--- src/rtl/ram_reader.sv ---
// rtl/ram_reader.sv - burst reader from an async-read RAM into a ready/valid word stream
module ram_reader #(
    parameter int DATA_WIDTH = 8,
    parameter int ADDR_WIDTH = 8
) (
    input  logic                  clk,
    input  logic                  rst_n,
    input  logic                  start,
    input  logic [ADDR_WIDTH-1:0] base_addr,
    input  logic [ADDR_WIDTH-1:0] length,
    input  logic                  abort,
    output logic [ADDR_WIDTH-1:0] mem_addr,
    input  logic [DATA_WIDTH-1:0] mem_data,
    output logic [DATA_WIDTH-1:0] out_data,
    output logic                  out_valid,
    input  logic                  out_ready,
    output logic                  out_last,
    output logic                  busy,
    output logic                  done
);

    typedef enum logic {
        IDLE   = 1'b0,
        STREAM = 1'b1
    } state_t;

    state_t                state, state_nxt;
    logic [ADDR_WIDTH-1:0] mem_addr_nxt;
    logic [ADDR_WIDTH-1:0] remaining, remaining_nxt;
    logic [DATA_WIDTH-1:0] out_data_nxt;
    logic                  out_valid_nxt;
    logic                  out_last_nxt;
    logic                  done_nxt;
    logic                  transfer;
    logic                  fetch;

    assign transfer = out_valid & out_ready;
    // Output register refills when empty or being drained this cycle.
    assign fetch    = (remaining != '0) & (~out_valid | out_ready);
    assign busy     = (state == STREAM);

    always_comb begin
        state_nxt     = state;
        mem_addr_nxt  = mem_addr;
        remaining_nxt = remaining;
        out_data_nxt  = out_data;
        out_valid_nxt = out_valid;
        out_last_nxt  = out_last;
        done_nxt      = 1'b0;
        case (state)
            IDLE: begin
                if (start) begin
                    if (length != '0) begin
                        mem_addr_nxt  = base_addr;
                        remaining_nxt = length;
                        state_nxt     = STREAM;
                    end else begin
                        done_nxt = 1'b1;
                    end
                end
            end
            STREAM: begin
                if (abort) begin
                    out_valid_nxt = 1'b0;
                    out_last_nxt  = 1'b0;
                    state_nxt     = IDLE;
                end else if (transfer && out_last) begin
                    out_valid_nxt = 1'b0;
                    out_last_nxt  = 1'b0;
                    done_nxt      = 1'b1;
                    state_nxt     = IDLE;
                end else if (fetch) begin
                    out_data_nxt  = mem_data;
                    out_valid_nxt = 1'b1;
                    out_last_nxt  = (remaining == ADDR_WIDTH'(1));
                    mem_addr_nxt  = mem_addr + ADDR_WIDTH'(1);
                    remaining_nxt = remaining - ADDR_WIDTH'(1);
                end else if (transfer) begin
                    out_valid_nxt = 1'b0;
                end
            end
            default: state_nxt = IDLE;
        endcase
    end

    always_ff @(posedge clk or negedge rst_n) begin
        if (!rst_n) begin
            state     <= IDLE;
            mem_addr  <= '0;
            remaining <= '0;
            out_data  <= '0;
            out_valid <= 1'b0;
            out_last  <= 1'b0;
            done      <= 1'b0;
        end else begin
            state     <= state_nxt;
            mem_addr  <= mem_addr_nxt;
            remaining <= remaining_nxt;
            out_data  <= out_data_nxt;
            out_valid <= out_valid_nxt;
            out_last  <= out_last_nxt;
            done      <= done_nxt;
        end
    end

endmodule

--- config.mk ---
export PLATFORM = sky130hd
export DESIGN_NAME = ram_reader
export DESIGN_NICKNAME = d
export VERILOG_FILES = /design/src/rtl/ram_reader.sv
export SDC_FILE = /design/constraint.sdc
export NUM_CORES = 1
export LEC_CHECK = 0
export BUFFER_PORTS_ARGS = -buffer_cell sky130_fd_sc_hd__buf_2
export CAP_MARGIN = 25
export CORE_MARGIN = 2
export CORE_UTILIZATION = 57
export CTS_BUF_LIST = sky130_fd_sc_hd__clkbuf_8
export CTS_CLUSTER_SIZE = 10
export DETAILED_ROUTE_END_ITERATION = 8
export GPL_TIMING_DRIVEN = 0
export PLACE_DENSITY = 0.92
export SLEW_MARGIN = 0
export SYNTH_ARGS = -nofsm -noshare
export SYNTH_HDL_FRONTEND = slang
export SYNTH_SLANG_ARGS = --single-unit
--- constraint.sdc ---
create_clock -name clk -period 4.1 [get_ports clk]
set_input_delay 0.41 -clock clk [delete_from_list [all_inputs] [get_ports clk]]
set_output_delay 0.41 -clock clk [all_outputs]
set_load 0.05 [all_outputs]
==> run metrics <==
CTS-repair resized insts=0; clk_skew=1.50 ps; DPL Wire Length=about 2900 um; share of Yosys cell area claimed by the top area cell type=between 40% and 50%; FF+latch count, synth=28; Data arrival, critical path=~2200 ps; gpl congestion=0.927; syn_nets=slightly below 200; CP endpoint kind=register; Worst path top cell family by delay=simple AND/OR/NAND/NOR gates; CTS tree=yes; initial drt markers=68; total negative slack=0 ps; startpoint types=register; CTS H-tree depth=1; clk sinks=28; mean post-synth cell area=about 10 um^2; die area=0.00327 mm^2; DRT Pass-1 Iters=4; P_leak=~0.9 nW; wire per inst=about 16 um; I/O Pins=49; Cell variety after synth=50; Root Buffer=clkbuf_8; antenna fix cells=0; post-synthesis sequential area ratio=43.5%; most frequent cell after synthesis=dfrtp_1; Final min period=roughly 2000 ps; worst vdd ir=approximately 590 uV; Synth Flop Type=dfrtp_1; Cell Area, Placed=roughly 0.0019 mm^2; Finished Core Util=roughly 71%; Mapped Area=between 0.0015 and 0.002 mm^2; Yosys top cell by area=dfrtp_1; area of the multi-input gates=about 850 um^2; global route overflow=0; Slowest-stage cell, CP=nor4_2; crit-path max FO=10; CTS Buffer Depth=2; Final Hold Vio Count=0; Post-synth EDFFs=0; GRT Total Usage=26.0%; synth warn=0; clock transition at the registers of the reported paths=90 ps; pin count of the biggest net entering global routing=29; Post-Layout Cell Count=around 240; critical path's largest stage delay=roughly 480 ps; register area=701 um^2; Slew Viols, Final=0; Post-Synthesis Cells=around 160; RSZ-0062 raised after global routing=false; Via-to-Cell Ratio=6.15; chip height=about 57 um; row cnt=19; run status=finished, final reports clean; die width=about 57 um; Initial Utilization=59.4%; worst skew pair latency=280 ps; Buf/Inv on CP=1; fraction of registers with async set/reset=100%; Hold WC Path Type=input pin to async pin; I/O Buffers=between 40 and 50; CP Data Required Time=4270 ps; Layout area overhead=19.9%; part of the cycle the worst path needs=49.1%; Vias=1494; first-pass GRT wire length=between 6000 and 7000 um; nets=247; Placeable Area=between 0.002 and 0.003 mm^2; Post-DRT Antenna Nets=0; most frequent cells after synthesis=28 x dfrtp_1, 13 x nand2_1, 9 x a21oi_1, 9 x nor2_1, 9 x o21ai_0; CTS Hold Bufs=0; Setup CP Type=register to register; TritonCTS Buffers=3; post-route cell area=0.00193 mm^2; share of cells above drive strength 1=roughly a third; relative slew slack=between 50% and 60%; Filler Cells Inserted=roughly 200; initial antenna violation count=0; vias in the first global route=about 1400; Least-Margin Pin Slew=roughly 600 ps; Setup Buffers After CTS=0; PD cells=683 mW/mm^2; routed wire length=about 4000 um; crit-path cells=nor4_2, nand3_2, nand2_1, buf_6, mux2_2; Setup violations, final=0; fmax=roughly 500 MHz; DP Cell Count=between 200 and 250; top cells by area, synth=dfrtp_1 44%, mux2_2 4.9%, mux2i_1 3.7%; Residual DRC=0; max cap viols=0
-- metal layers --
layer / track usage (%) / share of wire (%) / up-vias
li1: - / - / 707
met1: 33.7 / 43 / 714
met2: 42.5 / 48 / 64
met3: 5.44 / 6.6 / 9
met4: 10.6 / 2.1 / 0
met5: 0 / 0 / -
-- layout make-up --
cell class | instances | area share, %
Buffer | 6 | 1.88
Clock buffer | 3 | 2.14
Inverter | 7 | 1.36
Multi-Input combinational cell | 120 | 43.9
Sequential cell | 28 | 36.3
Tap cell | 31 | 2.01
Timing Repair Buffer | 48 | 12.4
-- metrics by stage --
| stage | total power [mW] | setup WS [ps] | hold slack (ps) |
|---|---|---|---|
| floorplan | 0.991 | 2190 | 114 |
| global placement | 1.14 | 2110 | 460 |
| detailed placement | 1.17 | 2090 | 463 |
| CTS | 1.32 | 2130 | 156 |
| global route | 1.40 | 1980 | 182 |
| finish | 1.32 | 2090 | 130 |
-- state kept, by name, indices dropped and copies added, names as in the netlist --
register and flops:
out_valid 1, mem_addr 8, remaining 8, out_data 8
out_last 1, busy 1, done 1
-- path summary, 6_finish.rpt --
kind                         startpoint            to  slack, ps  cells past startpoint
min in group clk            mem_data[4]   out_data[4]        340                      2
min                               rst_n  remaining[5]        130                      1
max reg2reg                remaining[4]   out_data[6]       2090                      5
max in group asynchronous         rst_n          done       3570                      1
min reg2reg                 out_data[4]   out_data[4]        500                      1
max                        remaining[4]   out_data[6]       2090                      5
-- cell usage in the layout, fill, tap and decap left out, types with 3 or more instances in the layout --
cell,Yosys,final
nand2_1,13,13
a21oi_1,9,9
o21ai_1,3,3
dfrtp_1,28,28
mux2i_1,6,6
nor2_1,9,9
nand3_1,8,8
nor3_1,3,3
inv_1,7,7
buf_2,2,50
o22ai_1,4,4
mux2_2,7,7
a221o_1,4,4
ha_1,4,4
o21ai_0,9,9
clkbuf_8,0,3
nand4_1,4,4
-- report_power, final --
group | total [mW] | switching, mW | internal [mW]
sequential | 0.497 | 0.119 | 0.378
combinational | 0.672 | 0.463 | 0.208
clock | 0.151 | 0.0851 | 0.0662
-- cell families (layout without fill, tap and decap cells) --
group / Yosys count / in the layout / synth area share (%)
and+or+nand+nor: 55 / 55 / 19.0
muxes: 15 / 15 / 10.0
AOI/OAI and AO/OA: 46 / 46 / 20.5
DFF: 28 / 28 / 43.5
adders and majority gates: 4 / 4 / 3.11
buffers and inverters: 13 / 64 / 3.89
Note: power is estimated with default switching activity, not from simulation.
